==> config.mk <==
export PLATFORM = sky130hd
export DESIGN_NAME = collision_detector
export DESIGN_NICKNAME = d
export VERILOG_FILES = /design/src/rtl/game_pkg.sv /design/src/rtl/frame_edge_detect.sv /design/src/rtl/collision_detector.sv
export SDC_FILE = /design/constraint.sdc
export NUM_CORES = 1
export LEC_CHECK = 0
export BUFFER_PORTS_ARGS = -buffer_cell sky130_fd_sc_hd__buf_4
export CAP_MARGIN = 20
export CORE_ASPECT_RATIO = 0.75
export CORE_MARGIN = 5
export CORE_UTILIZATION = 40
export DETAILED_ROUTE_END_ITERATION = 6
export PLACE_DENSITY = 0.66
export SLEW_MARGIN = 20
export SYNTH_ARGS = -nofsm -noshare
export SYNTH_HDL_FRONTEND = slang
export SYNTH_HIERARCHICAL = 1
export SYNTH_SLANG_ARGS = --single-unit
==> constraint.sdc <==
create_clock -name Clk -period 1.5 [get_ports Clk]
set_input_delay 0.225 -clock Clk [delete_from_list [all_inputs] [get_ports Clk]]
set_output_delay 0.225 -clock Clk [all_outputs]
set_load 0.02 [all_outputs]
==> src/rtl/game_pkg.sv <==
// Shared game constants, coordinate type and FSM state enums used by the sprite
// and collision blocks.
package game_pkg;

  localparam logic [9:0] SCREEN_W = 10'd640;
  localparam logic [9:0] SCREEN_H = 10'd480;

  typedef logic [9:0] coord_t;

  typedef enum logic {SCAN, CAPTURED} cap_state_t;
  typedef enum logic {IDLE, VALID}    rpt_state_t;

endpackage

==> src/rtl/frame_edge_detect.sv <==
// Turns the vsync-derived frame_clk level into a registered one-cycle pulse
// on each rising edge, for use by any block that works per frame.
module frame_edge_detect (
  input  logic Clk,
  input  logic Reset_n,
  input  logic frame_clk,
  output logic frame_edge
);

  logic frame_clk_delayed;

  always_ff @(posedge Clk or negedge Reset_n) begin
    if (!Reset_n) begin
      frame_clk_delayed <= 1'b0;
      frame_edge        <= 1'b0;
    end else begin
      frame_clk_delayed <= frame_clk;
      frame_edge        <= frame_clk && !frame_clk_delayed;
    end
  end

endmodule

==> src/rtl/collision_detector.sv <==
// Captures the first alien/missile overlap of each frame and reports it at the
// next frame boundary over a valid/ack handshake. Optional: COLLISION_OVERRUN_EN.
module collision_detector
  import game_pkg::*;
#(
  parameter logic [9:0]  SCREEN_W = game_pkg::SCREEN_W,
  parameter logic [9:0]  SCREEN_H = game_pkg::SCREEN_H,
  parameter int unsigned COUNT_W  = 8
) (
  input  logic               Clk,
  input  logic               Reset_n,
  input  logic               frame_clk,
  input  coord_t             DrawX,
  input  coord_t             DrawY,
  input  logic               is_alien,
  input  logic               is_missile,
  input  logic               hit_ack,
  output logic               hit_valid,
  output coord_t             hit_x,
  output coord_t             hit_y,
  output logic [COUNT_W-1:0] hit_count
`ifdef COLLISION_OVERRUN_EN
  ,
  output logic               overrun
`endif
);

  logic       frame_edge;
  logic       overlap;
  logic       pending;
  cap_state_t cap_state, cap_state_n;
  rpt_state_t rpt_state, rpt_state_n;
  coord_t     cap_x, cap_y, cap_x_n, cap_y_n;
  coord_t     hit_x_n, hit_y_n;
  logic [COUNT_W-1:0] hit_count_n;
`ifdef COLLISION_OVERRUN_EN
  logic       overrun_n;
`endif

  frame_edge_detect u_frame_edge (
    .Clk        (Clk),
    .Reset_n    (Reset_n),
    .frame_clk  (frame_clk),
    .frame_edge (frame_edge)
  );

  assign overlap   = is_alien && is_missile && (DrawX < SCREEN_W) && (DrawY < SCREEN_H);
  assign pending   = frame_edge && (cap_state == CAPTURED);
  assign hit_valid = (rpt_state == VALID);

  always_ff @(posedge Clk or negedge Reset_n) begin
    if (!Reset_n) begin
      cap_state <= SCAN;
      rpt_state <= IDLE;
      cap_x     <= '0;
      cap_y     <= '0;
      hit_x     <= '0;
      hit_y     <= '0;
      hit_count <= '0;
`ifdef COLLISION_OVERRUN_EN
      overrun   <= 1'b0;
`endif
    end else begin
      cap_state <= cap_state_n;
      rpt_state <= rpt_state_n;
      cap_x     <= cap_x_n;
      cap_y     <= cap_y_n;
      hit_x     <= hit_x_n;
      hit_y     <= hit_y_n;
      hit_count <= hit_count_n;
`ifdef COLLISION_OVERRUN_EN
      overrun   <= overrun_n;
`endif
    end
  end

  // Frame edge hands the old capture to the report side while this cycle's
  // overlap, if any, already belongs to the new frame.
  always_comb begin
    cap_state_n = cap_state;
    cap_x_n     = cap_x;
    cap_y_n     = cap_y;
    if (frame_edge) begin
      cap_state_n = overlap ? CAPTURED : SCAN;
      if (overlap) begin
        cap_x_n = DrawX;
        cap_y_n = DrawY;
      end
    end else if (cap_state == SCAN && overlap) begin
      cap_state_n = CAPTURED;
      cap_x_n     = DrawX;
      cap_y_n     = DrawY;
    end
  end

  always_comb begin
    rpt_state_n = rpt_state;
    hit_x_n     = hit_x;
    hit_y_n     = hit_y;
    hit_count_n = hit_count;
`ifdef COLLISION_OVERRUN_EN
    overrun_n   = overrun;
`endif
    case (rpt_state)
      IDLE: begin
        if (pending) begin
          rpt_state_n = VALID;
          hit_x_n     = cap_x;
          hit_y_n     = cap_y;
        end
      end
      VALID: begin
        if (hit_ack) begin
          if (hit_count != '1) hit_count_n = hit_count + 1'b1;
          if (pending) begin
            hit_x_n = cap_x;
            hit_y_n = cap_y;
          end else begin
            rpt_state_n = IDLE;
          end
        end else if (pending) begin
`ifdef COLLISION_OVERRUN_EN
          overrun_n = 1'b1;
`endif
        end
      end
      default: rpt_state_n = IDLE;
    endcase
  end

endmodule

==> results.sh <==
export IMPL_status="finished, violations left"
export IMPL_violations="negative setup slack"
export IMPL_fin_tns_setup_ns=-1.260
export IMPL_fin_nets=243
export IMPL_dpl_cell_area_mm2=0.002715
export IMPL_startpoint_type="register"
export IMPL_grt_start_max_net_pins=53
export IMPL_hold_ws_ns=0.04074
export IMPL_antenna_found_initial=0
export IMPL_worstHoldPathType="input pin to register"
export IMPL_cp_required_ns=1.68
export IMPL_mostFrequentLayoutCell="buf_4"
export IMPL_dp_slack_ns=-0.2350
export IMPL_layout_common_cells="70 x buf_4, 50 x dfrtp_1, 22 x mux2_2, 19 x mux2_4, 7 x nand2_1"
export IMPL_via_per_inst=4.781
export IMPL_place_inst=277
export IMPL_p_leak_nw=1.387
export IMPL_routedWlPerCell_um=16.13
export IMPL_clk_path_buf_depth=2
export IMPL_area_delta_synth_final_pct=37.15
export IMPL_ys_ff_latch=52
export IMPL_rsz0062_at_grt="yes"
export IMPL_fin_area_mm2=0.002910
export IMPL_worst_pin_slew_ns=0.6410
export IMPL_dpl_hpwl_mm=3.404
export IMPL_finalPower_mw=4.736
export IMPL_relSlewSlack_pct=57.27
export IMPL_rows=23
export IMPL_drv_cap=0
export IMPL_overflow=0
export IMPL_core_area_mm2=0.005238
export IMPL_vias=1396
export IMPL_clk_latency_ns=0.30
export IMPL_skew_ns=0.008592
export IMPL_grt_pass1_wl_mm=7.638
export IMPL_grt_pass1_vias=1580
export IMPL_worstPathArrival_ns=1.77
export IMPL_fillers=438
export IMPL_die_h_um=73.08
export IMPL_cts_sink_count=52
export IMPL_path_class="register to register"
export IMPL_start_util_pct=40.52
export IMPL_yosysWarningCount=6
export IMPL_pwr_share_clk_pct=16.9
export IMPL_p_switching_mw=1.517
export IMPL_max_freq_mhz=630.3
export IMPL_cts_tree="done"
export IMPL_power_density_mw_per_mm2=1627
export IMPL_ant_nets=0
export IMPL_place_congestion=0.8095
export IMPL_syn_nets=163
export IMPL_io_pins=55
export IMPL_syn_avg_cell_area_um2=15.60
export IMPL_final_util_pct=55.57
export IMPL_switching_share_pct=32.03
export IMPL_critPathCaptureType="register"
export IMPL_die_w_um=94.11
export IMPL_hold_viol_final=0
export IMPL_min_period_over_period_pct=105.8
export IMPL_path_clk_slew_ns=0.09
export IMPL_comb_power_share_pct=37.6
export IMPL_drive_gt1_share_pct=61.29
export IMPL_htree_levels=2
export IMPL_fin_ws_ns=-0.08655
export IMPL_multi_input_area_um2=797.0
export IMPL_syn_instance_count=136
export IMPL_die_area_mm2=0.006877
export IMPL_grt_usage_pct=14.46
export IMPL_intPower_mw=3.219
export IMPL_crit_path_max_fanout=5
export IMPL_cts_root_buf="clkbuf_8"
export IMPL_drc_errors=0
export IMPL_cts_buffers=5
export IMPL_peakVddDrop_v=0.0006913
export IMPL_report_final_slew_viol_count=0
export IMPL_netlist_area_mm2=0.002122
export IMPL_regArea_mm2=0.001304
export IMPL_period_needed_ns=1.587
export IMPL_wl_mm=4.711
export IMPL_antenna_cells=0
export IMPL_stdcell_count=292
export IMPL_finalSetupViolCount=17
export IMPL_drtPass1Iterations=4
export IMPL_port_buffers=54
export IMPL_seqPwrFrac_pct=45.5
export IMPL_drt_iter0_markers=46
export IMPL_ys_seq_area_share_pct=61.32
export IMPL_synth_distinct_cells=25
==> power groups by stage <==
stage / clock network (mW) / logic, mW / registers (mW)
4_1_cts: 0.834 / 1.77 / 2.17
3_5_place_dp: 0 / 1.75 / 2.20
5_1_grt: 0.892 / 1.90 / 2.22
2_1_floorplan: 0 / 0.560 / 2.53
6_report: 0.799 / 1.78 / 2.16
3_3_place_gp: 0 / 1.71 / 2.15
==> logic make-up (layout without fill, tap and decap cells) <==
| group | after synthesis | in the layout | synth area share, % |
|---|---|---|---|
| AND/OR/NAND/NOR | 21 | 21 | 5.483 |
| buffers and inverters | 8 | 89 | 2.240 |
| flip-flops | 52 | 52 | 61.32 |
| XOR/XNOR | 4 | 4 | 1.651 |
| adder cells (fa/ha/maj) | 1 | 1 | 0.5895 |
| AO/OA/AOI/OAI | 9 | 9 | 3.597 |
| multiplexers | 41 | 41 | 25.12 |
==> cells in the mapped netlist <==
cell / n / area, um^2
dfrtp_1: 52 / 1301
mux2_2: 22 / 247.7
mux2_4: 19 / 285.3
nand2_1: 7 / 26.28
inv_1: 4 / 15.01
xnor2_1: 4 / 35.03
a21oi_1: 3 / 15.01
nand3_1: 3 / 15.01
nand4_1: 3 / 18.77
buf_2: 2 / 10.01
buf_6: 2 / 22.52
nor2b_1: 2 / 12.51
a2111oi_4: 1 / 27.53
a31oi_1: 1 / 6.260
a41oi_1: 1 / 8.760
and3_1: 1 / 6.260
and4_1: 1 / 8.760
ha_1: 1 / 12.51
nand2b_1: 1 / 6.260
nor2_1: 1 / 3.750
nor2b_4: 1 / 13.76
nor3_1: 1 / 5.000
o21ai_0: 1 / 5.000
o21ai_1: 1 / 5.000
o32ai_1: 1 / 8.760
==> routing by layer <==
metal | track usage (%) | routed length (um)
met5 | 0 | 0
met4 | 4.647 | 65
met3 | 3.505 | 216
met2 | 25.41 | 2458
met1 | 17.61 | 1971
==> sequential cells by signal, indices dropped and copies added, names as in the netlist <==
name / count
hit_x: 10
cap_x: 10
cap_state: 1
hit_y: 10
u_frame_edge/frame_edge: 1
u_frame_edge/frame_clk_delayed: 1
cap_y: 10
hit_count: 8
hit_valid: 1
==> critical path: stages (launching register included) <==
cell and delay, ns:
dfrtp_1 0.42, a2111oi_4 0.38, buf_4 0.22, buf_6 0.15
mux2_4 0.30
==> area by class of cell <==
type / count / area share (%)
Tap cell: 75 / 3.224
Clock inverter: 1 / 0.2580
Multi-Input combinational cell: 76 / 27.39
Timing Repair Buffer: 77 / 20.85
Inverter: 4 / 0.5159
Clock buffer: 7 / 2.966
Sequential cell: 52 / 44.80
==> path summary, 6_finish.rpt <==
check | slack, ns | cells past startpoint | end | start
worst min register to register | 0.45 | 1 | u_frame_edge/frame_edge$_DFF_PN0_ | u_frame_edge/frame_clk_delayed$_DFF_PN0_
max in group asynchronous | 0.56 | 2 | hit_count[0]$_DFFE_PN0P_ | Reset_n
min in group asynchronous | 0.49 | 2 | cap_state$_DFFE_PN0P_ | Reset_n
worst max-delay path | -0.09 | 4 | cap_x[9]$_DFFE_PN0P_ | cap_state$_DFFE_PN0P_
worst min-delay path | 0.04 | 1 | u_frame_edge/frame_clk_delayed$_DFF_PN0_ | frame_clk
worst max register to register | -0.09 | 4 | cap_x[9]$_DFFE_PN0P_ | cap_state$_DFFE_PN0P_
==> what timing repair did <==
action / in CTS / in global routing
hold buffers: 1 / 0
pin swaps: 1 / 0
setup buffers: 4 / 2
cloned: 2 / 0
endpoints found under the hold margin: 52 / 0
resized for setup: 4 / 9
endpoints found under the setup margin: 17 / 33
(Power assumes the default switching activity.)
